**src/rtl/sram_pkg.sv**
```systemverilog
// Shared definitions for the asynchronous SRAM bus controller: state encoding,
// default bus widths and wait-state limits. Honours SRAM_WRITE_VERIFY_EN.
package sram_pkg;

    localparam int DEF_ADDR_W = 20;
    localparam int DEF_DATA_W = 8;
    localparam int WAIT_MIN   = 1;
    localparam int WAIT_MAX   = 15;
    localparam int WAIT_CNT_W = 4;

`ifdef SRAM_WRITE_VERIFY_EN
    typedef enum logic [2:0] {
        ST_IDLE   = 3'd0,
        ST_SETUP  = 3'd1,
        ST_ACCESS = 3'd2,
        ST_HOLD   = 3'd3,
        ST_VREAD  = 3'd4,
        ST_VHOLD  = 3'd5
    } state_t;
`else
    typedef enum logic [1:0] {
        ST_IDLE   = 2'd0,
        ST_SETUP  = 2'd1,
        ST_ACCESS = 2'd2,
        ST_HOLD   = 2'd3
    } state_t;
`endif

endpackage

```
**src/rtl/sram_wait_timer.sv**
```systemverilog
// Wait-state down-counter: load sets it to WAIT_CYCLES, done is high during the
// last counted cycle.
module sram_wait_timer
    import sram_pkg::*;
#(
    parameter int WAIT_CYCLES = 2
) (
    input  logic clk,
    input  logic rst,
    input  logic load,
    output logic done
);

    logic [WAIT_CNT_W-1:0] cnt;

    // NOTE: sequential state uses non-blocking assignments so every flop samples
    // pre-edge values regardless of process ordering.
    always_ff @(posedge clk or posedge rst) begin
        if (rst) begin
            cnt <= '0;
        end else if (load) begin
            cnt <= WAIT_CNT_W'(WAIT_CYCLES);
        end else if (cnt != '0) begin
            cnt <= cnt - WAIT_CNT_W'(1);
        end
    end

    assign done = (cnt == WAIT_CNT_W'(1));

endmodule

```
**src/rtl/sram_bus_ctrl.sv**
```systemverilog
// Request/response front end for an asynchronous SRAM with fixed wait states.
// Define SRAM_WRITE_VERIFY_EN to add a read-back check after every write.
module sram_bus_ctrl
    import sram_pkg::*;
#(
    parameter int ADDR_W      = DEF_ADDR_W,
    parameter int DATA_W      = DEF_DATA_W,
    parameter int WAIT_CYCLES = 2
) (
    input  logic              i_clk,
    input  logic              i_reset,
    input  logic              i_req_valid,
    output logic              o_req_ready,
    input  logic              i_req_we,
    input  logic [ADDR_W-1:0] i_req_addr,
    input  logic [DATA_W-1:0] i_req_wdata,
    output logic              o_rsp_valid,
    output logic [DATA_W-1:0] o_rsp_rdata,
    output logic              o_busy,
    output logic [ADDR_W-1:0] o_sram_addr,
    output logic [DATA_W-1:0] o_sram_dq_out,
    output logic              o_sram_dq_oe,
    input  logic [DATA_W-1:0] i_sram_dq_in,
    output logic              o_sram_ce_n,
    output logic              o_sram_oe_n,
    output logic              o_sram_we_n
`ifdef SRAM_WRITE_VERIFY_EN
    ,
    output logic              o_verify_err
`endif
);

    if (WAIT_CYCLES < WAIT_MIN || WAIT_CYCLES > WAIT_MAX) begin : g_bad_wait
        $error("sram_bus_ctrl: WAIT_CYCLES=%0d outside %0d..%0d", WAIT_CYCLES, WAIT_MIN, WAIT_MAX);
    end

    state_t            state;
    state_t            state_nxt;
    logic              out_of_reset;
    logic              we_q;
    logic [ADDR_W-1:0] addr_q;
    logic [DATA_W-1:0] wdata_q;
    logic [DATA_W-1:0] rdata_q;
    logic              accept;
    logic              timer_load;
    logic              timer_done;

    // Ready stays low while reset is held and rises on the first edge after release.
    assign o_req_ready   = (state == ST_IDLE) && out_of_reset;
    assign accept        = i_req_valid && o_req_ready;
    assign o_busy        = (state != ST_IDLE);
    assign o_sram_addr   = addr_q;
    assign o_sram_dq_out = wdata_q;
    assign o_rsp_rdata   = rdata_q;

    sram_wait_timer #(
        .WAIT_CYCLES(WAIT_CYCLES)
    ) u_wait_timer (
        .clk (i_clk),
        .rst (i_reset),
        .load(timer_load),
        .done(timer_done)
    );

    always_ff @(posedge i_clk or posedge i_reset) begin
        if (i_reset) begin
            state        <= ST_IDLE;
            out_of_reset <= 1'b0;
        end else begin
            state        <= state_nxt;
            out_of_reset <= 1'b1;
        end
    end

    always_ff @(posedge i_clk or posedge i_reset) begin
        if (i_reset) begin
            we_q    <= 1'b0;
            addr_q  <= '0;
            wdata_q <= '0;
            rdata_q <= '0;
        end else begin
            if (accept) begin
                we_q    <= i_req_we;
                addr_q  <= i_req_addr;
                wdata_q <= i_req_wdata;
            end
            if (state == ST_ACCESS && timer_done && !we_q) begin
                rdata_q <= i_sram_dq_in;
            end
        end
    end

    // Strobes decode straight from state so an asynchronous reset drops them at once.
    // NOTE: every output of this block gets a default first, so no path can infer a latch.
    always_comb begin
        state_nxt    = state;
        timer_load   = 1'b0;
        o_sram_ce_n  = 1'b1;
        o_sram_oe_n  = 1'b1;
        o_sram_we_n  = 1'b1;
        o_sram_dq_oe = 1'b0;
        o_rsp_valid  = 1'b0;
        case (state)
            ST_IDLE: begin
                if (accept) state_nxt = ST_SETUP;
            end
            ST_SETUP: begin
                o_sram_ce_n = 1'b0;
                timer_load  = 1'b1;
                state_nxt   = ST_ACCESS;
            end
            ST_ACCESS: begin
                o_sram_ce_n = 1'b0;
                if (we_q) begin
                    o_sram_we_n  = 1'b0;
                    o_sram_dq_oe = 1'b1;
                end else begin
                    o_sram_oe_n = 1'b0;
                end
                if (timer_done) state_nxt = ST_HOLD;
            end
            ST_HOLD: begin
                o_sram_ce_n  = 1'b0;
                o_sram_dq_oe = we_q;
                o_rsp_valid  = !we_q;
`ifdef SRAM_WRITE_VERIFY_EN
                if (we_q) begin
                    timer_load = 1'b1;
                    state_nxt  = ST_VREAD;
                end else begin
                    state_nxt = ST_IDLE;
                end
`else
                state_nxt = ST_IDLE;
`endif
            end
`ifdef SRAM_WRITE_VERIFY_EN
            ST_VREAD: begin
                o_sram_ce_n = 1'b0;
                o_sram_oe_n = 1'b0;
                if (timer_done) state_nxt = ST_VHOLD;
            end
            ST_VHOLD: begin
                o_sram_ce_n = 1'b0;
                state_nxt   = ST_IDLE;
            end
`endif
            default: state_nxt = ST_IDLE;
        endcase
    end

`ifdef SRAM_WRITE_VERIFY_EN
    logic [DATA_W-1:0] vdata_q;

    // Read-back is captured at the end of VREAD and compared during VHOLD; the flag is sticky.
    always_ff @(posedge i_clk or posedge i_reset) begin
        if (i_reset) begin
            vdata_q      <= '0;
            o_verify_err <= 1'b0;
        end else begin
            if (state == ST_VREAD && timer_done) vdata_q <= i_sram_dq_in;
            if (state == ST_VHOLD && vdata_q != wdata_q) o_verify_err <= 1'b1;
        end
    end
`endif

endmodule

```
**config.mk**
```make
export PLATFORM = sky130hd
export DESIGN_NAME = sram_bus_ctrl
export DESIGN_NICKNAME = d
export VERILOG_FILES = /design/src/rtl/sram_pkg.sv /design/src/rtl/sram_wait_timer.sv /design/src/rtl/sram_bus_ctrl.sv
export SDC_FILE = /design/constraint.sdc
export NUM_CORES = 1
export LEC_CHECK = 0
export CORE_ASPECT_RATIO = 1.5
export CORE_MARGIN = 2
export CORE_UTILIZATION = 46
export DETAILED_ROUTE_END_ITERATION = 7
export DONT_BUFFER_PORTS = 1
export SYNTH_ARGS = -nofsm -noshare
export SYNTH_HDL_FRONTEND = slang
export SYNTH_SLANG_ARGS = --single-unit
```
**constraint.sdc**
```tcl
create_clock -name i_clk -period 2 [get_ports i_clk]
set_input_delay 0 -clock i_clk [delete_from_list [all_inputs] [get_ports i_clk]]
set_output_delay 0 -clock i_clk [all_outputs]
set_load 0.03 [all_outputs]
```
* After elaboration in Yosys (flattened, before gate mapping)
Cells that the tools add are included.
** Storage, ports and cells
- Register bits after elaboration :: 44
- Input bits :: 40
- Output and inout bits :: 43
- Word-level logic and storage cells :: 38
** Operators by class
- Eq/ne operators :: 6
- Add/subtract/negate cells :: 1
- Reduce and logical (&&, ||, !) cells :: 11
- Mux-type cells :: 13
** Operators by type and width (number)
- $mux 4 :: 2
- $pmux 2 s4 :: 1
- $mux 1 :: 7
- $eq 2x2->1 const B :: 2
- $eq 4x1->1 const B :: 1
- $logic_and 1x1->1 :: 4
- $mux 2 :: 2
- $ne 2x2->1 const B :: 2
- $reduce_bool 2->1 :: 2
- $reduce_bool 4->1 :: 1
- $sub 4x1->4 const B :: 1
- $reduce_or 3->1 :: 1
- $eq 2x1->1 const B :: 1
- $logic_not 2->1 :: 1
- $pmux 1 s2 :: 1
- $reduce_and 2->1 :: 1
- $logic_not 1->1 :: 1

* Depth between registers and ports, before layout
Gate-level depths: netlist (run 1).
- Depth in word-level cells :: 5
- Mapped depth :: 6
- Mapped depth without buffers :: 5

* Hierarchy
A second synthesis (run 1) with hierarchy kept.
** Second synthesis, totals
- Cell total of the unflattened synthesis :: 127
- Area, all modules :: 1896.8 sq um
** Modules (own cells, without submodules)
- sram_bus_ctrl :: cells an instance 103, area each 1642.8 sq um, times used 1, seq. area each 1001.0 sq um
- sram_wait_timer :: cells an instance 24, area each 254.0 sq um, times used 1, seq. area each 100.1 sq um

* Worst setup path after synthesis (run 1)
Ideal clock, no wire load.
- Path type :: register to register
- Start point :: register state[0]
- End point :: register rdata_q[0] (netlist: o_rsp_rdata[0])
- Clock period less this slack :: 1.775 ns
- Data required time :: 1.875 ns
- Path buffers :: 1
- Data arrival time :: 1.650 ns
- Setup slack :: 0.225 ns
- Stages on the path, launching flop included :: 7
- Setup time :: 0.125 ns
- Cell sequence :: dfrtp_1 > inv_1 > ha_1 > nand2b_1 > or2_1 > buf_6 > mux2_4
** On the way
- Word-level cells in the longest chain between the ends :: 3
** RTL lines
- start, declared :: line sram_bus_ctrl.sv:37 : state_t state;
- start signal, assigned :: line sram_bus_ctrl.sv:70 : state <= state_nxt;
- $eq 2x2->1 :: line sram_bus_ctrl.sv:87 : if (state == ST_ACCESS && timer_done && !we_q) begin
- $logic_and 1x1->1 (2 in series) :: line sram_bus_ctrl.sv:87
- end signal, assigned :: line sram_bus_ctrl.sv:88 : rdata_q <= i_sram_dq_in;
- end, declared :: line sram_bus_ctrl.sv:43 : logic [DATA_W-1:0] rdata_q;
No other way between the ends.
A chain may end at the register's enable or synchronous reset.

* Final worst setup path (run 1)
- Start point :: register u_wait_timer.cnt[1]
- End point :: register rdata_q[1] (netlist: o_rsp_rdata[1])
** On the way
- Word-level cells in the longest chain between the ends :: 3
** RTL lines
- start, declared :: line sram_wait_timer.sv:14 : logic [WAIT_CNT_W-1:0] cnt;
- start signal, assigned :: line sram_wait_timer.sv:22 : cnt <= WAIT_CNT_W'(WAIT_CYCLES);
- start signal, assigned :: line sram_wait_timer.sv:24 : cnt <= cnt - WAIT_CNT_W'(1);
- $eq 4x1->1 :: line sram_wait_timer.sv:28 : assign done = (cnt == WAIT_CNT_W'(1));
- $logic_and 1x1->1 (2 in series) :: line sram_bus_ctrl.sv:87
No other way between the ends.

==> run summary, run 1 <==
Mapped Cells: 123
Largest delay contributor family on the critical path: simple AND/OR/NAND/NOR gates
Critical Path, Cell by Cell: inv_1 > ha_1 > or3b_1 > or2_2 > mux2_4
Yosys reg bits: 44
Switching share of total power: 43.9%
Routed len/inst: 16.3 um
Max IR drop VDD: 1.02 mV
Period utilization: 93.5%
Tmin final: 1870 ps
Outcome: finished clean
Sequential fraction of design power: 56.2%
Antenna-violating nets left: 0
Slew Limit Headroom: 40.9%
Initial Util: 47.5%
Slowest Stage Delay on Critical Path: 420 ps
Antenna diode count: 0
First-pass DRT Iterations: 2
Yosys warning total: 0
Max Slew Vio Count: 0
Met2 usage: 29.9%
Die Y: 81.6 um
Pre-CTS WS: 102 ps
Largest net degree at the start of global routing: 45
Setup slack after layout: 131 ps
Worst path buffer plus inverter count: 1
Crit-path slowest cell: or2_2
Cell Count, Final, Fillers Out: 214
Type of the worst setup path: reg2reg
Drt via density: 5.14
Num CTS Buffers: 5
Placed instance area: 1910 um^2
H-tree depth: 2
Distinct cells, synth: 26
Gr usage total: 16.6%
Sequential share of the synthesized area: 59.6%
Most Crowded Layer GR: met2
Clock network power share: 16.4%
Worst-Margin Slew: 885 ps
DRT iter0 DRCs: 20
Latest clock arrival within the worst-skew pair: 290 ps
Power Internal: 2380 uW
Die area: 4550 um^2
First-pass GRT wire length: 5560 um
Clock-pin transition on the worst setup and hold timing paths: 80 ps
Max Cap Viol: 0
RSZ-0062 raised after global routing: no
CTS tree: yes
Most frequent cells in the layout: dfrtp_1 (44), dlygate4sd3_1 (38), mux2_2 (31), mux2_4 (8), ha_1 (7)
Commonest non-fill, non-tap cell in the layout: dfrtp_1
Via count: 1,099
Gpl congestion: 0.744
Hold Crit Class: in2reg
CP Launch Type: register
Final Hold Fails: 0
Core area: 3890 um^2
Port bufs: 0
Post-Syn Area per Cell: 15.0 um^2
Arr. time, crit path: 2040 ps
Final nets: 215
Final wirelength: 3490 um
CP Max Fanout: 8
Root Buffer: clkbuf_8
Placed cells: 168
DRC errors left: 0
I/O Pins: 83
Crit end category: register
Met1 GRT Util: 16.6%
Worst EP required: 2180 ps
Post-synthesis cell area: 1850 um^2
Max clock buf depth: 2
Vias in the first global route: 1,233
P per Cell Area: 1760 nW/um^2
Share of layout cells above drive strength 1: 32.0%
Row count: 28
Logic pwr share: 27.4%
Initial antenna violation count: 0
# setup viols final: 0
Setup TNS: 0 ps
Fmax: 535 MHz
Area growth syn-to-layout: 30.5%
Fill count: 273
Syn nets: 170
Remaining global-route overflow: 0
P_sw: 1860 uW
Die width: 55.8 um
HPWL after detailed placement: 2310 um
Clk sinks: 44
Pleak: 0.00110 uW
Clk_skew: 7.23 ps
GR Layer Usage met3: 6.46%
Cell area after layout: 2410 um^2
cells in the mapped netlist:
master	n	area (um^2)
a21boi_0	1	7.51
a21oi_1	1	5.00
and2_1	1	6.26
buf_2	2	10.0
buf_6	1	11.3
clkbuf_1	1	3.75
conb_1	1	3.75
dfrtp_1	44	1100
ha_1	7	87.6
inv_1	6	22.5
mux2_2	31	349
mux2_4	8	120
mux2i_1	2	20.0
nand2_1	2	7.51
nand2b_1	1	6.26
nand3_1	1	5.00
nor2_1	4	15.0
nor2b_1	1	6.26
nor3_1	1	5.00
nor3b_1	1	7.51
o21a_1	1	7.51
o32a_1	1	10.0
or2_1	1	6.26
or2_2	1	6.26
or3b_1	1	8.76
xnor2_1	1	8.76
flip-flops by register name, summed over array words and instances, names as in the netlist:
| name | flops |
|---|---|
| out_of_reset | 1 |
| u_wait_timer.cnt | 4 |
| we_q | 1 |
| o_sram_addr | 20 |
| o_sram_dq_out | 8 |
| state | 2 |
| o_rsp_rdata | 8 |
area by class of cell:
cell class	count	area (um^2)	area share, %
Clock buffer	6	82.6	3.43
Clock inverter	2	38.8	1.61
Inverter	6	22.5	0.934
Multi-Input combinational cell	69	699	29.0
Sequential cell	44	1100	45.7
Tap cell	45	56.3	2.34
Timing Repair Buffer	42	410	17.0
per-layer routing:
layer | part of all wire (%) | wire, um
met1 | 36 | 1250
met5 | 0 | 0
met3 | 8.9 | 311
met4 | 1.3 | 46
met2 | 54 | 1890
cell families after synthesis:
| kind of cell | count (synthesis) | synth area share (%) |
|---|---|---|
| flip-flops | 44 | 59.6 |
| multiplexers | 41 | 26.5 |
| AND/OR/NAND/NOR | 15 | 4.33 |
| buffers and inverters | 10 | 2.57 |
| adder cells (fa/ha/maj) | 7 | 4.74 |
| AO/OA/AOI/OAI | 4 | 1.62 |
| other | 1 | 0.203 |
| XOR/XNOR | 1 | 0.474 |
worst register-to-register path, cell delays in order, from the launching register on:
cell and delay, ps:
dfrtp_1 380, inv_1 100, ha_1 150, or3b_1 360, or2_2 420, mux2_4 340
timing repair:
| action | 4_1_cts | 5_1_grt |
|---|---|---|
| hold buffers | 38 | 0 |
| gates resized for setup | 0 | 1 |
| setup endpoints to repair | 0 | 5 |
| setup buffers | 0 | 0 |
| endpoints found under the hold margin | 81 | 0 |
worst paths after layout:
path / from / end / slack [ps] / depth (start not counted)
worst max-delay path: u_wait_timer.cnt[1] / o_rsp_rdata[1] / 130 / 5
worst min-delay path: i_req_valid / state[0] / 120 / 2
worst max register to register: u_wait_timer.cnt[1] / o_rsp_rdata[1] / 130 / 5
worst min register to register: state[0] / state[0] / 580 / 1
max in group asynchronous: i_reset / state[0] / 1080 / 2
min in group asynchronous: i_reset / o_rsp_rdata[2] / 370 / 2
per-stage QoR:
step	power, uW	utilization (%)	hold WS [ps]
final	4240	62.0	123
after global routing	4470	62.0	133
after CTS	4290	62.0	120
after detailed placement	3520	49.1	115
after global placement	3450	49.1	99.7
after floorplan	3250	-	149
power by group through the flow:
stage,Combinational [uW],Sequential (uW),Clock [uW]
after CTS,1180,2380,727
after detailed placement,1120,2400,0
after global placement,1060,2390,0
after global routing,1280,2430,755
final,1160,2380,695
after floorplan,945,2310,0
Note: power is estimated with default switching activity, not from simulation.
==> run 2: changes to the inputs <==
--- a/config.mk
+++ b/config.mk
@@ -10,6 +10,7 @@
 export CORE_UTILIZATION = 46
 export DETAILED_ROUTE_END_ITERATION = 7
 export DONT_BUFFER_PORTS = 1
+export PLACE_DENSITY = 0.64
 export SYNTH_ARGS = -nofsm -noshare
 export SYNTH_HDL_FRONTEND = slang
 export SYNTH_SLANG_ARGS = --single-unit
==> run 2 against run 1 <==
Net effect:
- register-to-register slack about the same
- flip-flop and latch count unchanged
- power down 0.87%
- design area fell by 0.26%
- largest cell class unchanged
==> run summary, run 2 (synthesized netlist as in run 1, its figures left out) <==
Max IR drop VDD: 1.07 mV
HPWL after detailed placement: 2530 um
Worst EP required: 2170 ps
Hold Crit Class: in2reg
# setup viols final: 0
CP Max Fanout: 8
Type of the worst setup path: reg2reg
Pleak: 0.00110 uW
Cell Count, Final, Fillers Out: 215
Switching share of total power: 44.4%
First-pass GRT wire length: 5850 um
CTS tree: yes
Pre-CTS WS: 126 ps
Worst-Margin Slew: 903 ps
Drt via density: 5.20
Antenna diode count: 0
Latest clock arrival within the worst-skew pair: 280 ps
RSZ-0062 raised after global routing: no
Fill count: 301
Final nets: 216
Share of layout cells above drive strength 1: 31.2%
Die area: 4550 um^2
P per Cell Area: 1750 nW/um^2
Antenna-violating nets left: 0
Remaining global-route overflow: 0
Gpl congestion: 0.748
DRC errors left: 0
Arr. time, crit path: 2050 ps
Fmax: 533 MHz
H-tree depth: 2
Gr usage total: 16.8%
Worst hold slack: 162 ps
P_sw: 1860 uW
Setup TNS: 0 ps
Row count: 28
I/O Pins: 83
Most frequent cells in the layout: dfrtp_1 (44), dlygate4sd3_1 (38), mux2_2 (31), mux2_4 (8), ha_1 (7)
CP Launch Type: register
Area growth syn-to-layout: 30.1%
Max clock buf depth: 2
Initial Util: 47.5%
Vias in the first global route: 1,220
First-pass DRT Iterations: 4
Num CTS Buffers: 5
Final wirelength: 3640 um
Port bufs: 0
Core area: 3890 um^2
Crit end category: register
Initial antenna violation count: 0
DRT iter0 DRCs: 8
Logic pwr share: 27.8%
Root Buffer: clkbuf_8
Clk sinks: 44
Max Cap Viol: 0
Commonest non-fill, non-tap cell in the layout: dfrtp_1
Util after Layout: 61.8%
Final Hold Fails: 0
Routed len/inst: 16.9 um
Clock-pin transition on the worst setup and hold timing paths: 80 ps
Via count: 1,119
Power Internal: 2340 uW
Die Y: 81.6 um
Slew Limit Headroom: 39.4%
Max Slew Vio Count: 0
Placed cells: 169
Period utilization: 93.7%
Clk_skew: 3.55 ps
Largest net degree at the start of global routing: 27
Tmin final: 1870 ps
Setup slack after layout: 125 ps
Max FFs per register: 20
Clock network power share: 15.4%
Sequential fraction of design power: 56.9%
Outcome: finished clean
Die width: 55.8 um
==> run 2: critical path: stages (launching register included) <==
cell and delay (ps):
dfrtp_1 400, inv_1 110, ha_1 140, or3b_1 370
or2_2 420, mux2_4 330
==> run 2: cell type report <==
type	count	area (um^2)	area share (%)
clock inverters	2	35.0	1.46
clock buffers	6	72.6	3.02
multi-input cells	69	699	29.1
inverters	6	22.5	0.937
well taps	45	56.3	2.34
repair buffers	43	418	17.4
flip-flops and latches	44	1100	45.8
==> run 2: path summary, 6_finish.rpt <==
check                           cells past startpoint  slack, ps                 from         endpoint
worst max-delay path                                5        130  u_wait_timer.cnt[1]   o_rsp_rdata[7]
worst min-delay path                                2        160          i_req_valid         state[0]
worst max register to register                      5        130  u_wait_timer.cnt[1]   o_rsp_rdata[7]
worst min register to register                      1        570             state[1]         state[1]
max in group asynchronous                           3       1040              i_reset  o_sram_addr[10]
min in group asynchronous                           2        250              i_reset  o_sram_addr[13]
==> run 2: timing repair <==
item	CTS	global route
endpoints found under the setup margin	0	4
buffers inserted	0	0
resized for setup	0	1
hold endpoints to repair	62	0
hold buffers	38	0
==> run 2: power groups by stage <==
| stage | Clock, uW | Sequential (uW) | Combinational (uW) |
|---|---|---|---|
| floorplan | 0 | 2310 | 945 |
| global placement | 0 | 2390 | 1060 |
| detailed placement | 0 | 2410 | 1120 |
| CTS | 672 | 2390 | 1180 |
| global route | 709 | 2440 | 1290 |
| finish | 645 | 2390 | 1170 |
==> run 2: routing by layer <==
layer	vias to the layer above	track usage, %	wire length [um]
li1	509	-	-
met1	554	18.1	1320
met2	49	30.6	2030
met3	7	5.35	244
met4	0	6.59	54
met5	-	0	0
==> run 2: through the flow <==
step	area, um^2	total power, uW
after floorplan	1850	3250
after global placement	1920	3450
after detailed placement	1920	3530
after CTS	2400	4250
after global routing	2400	4440
final	2400	4200
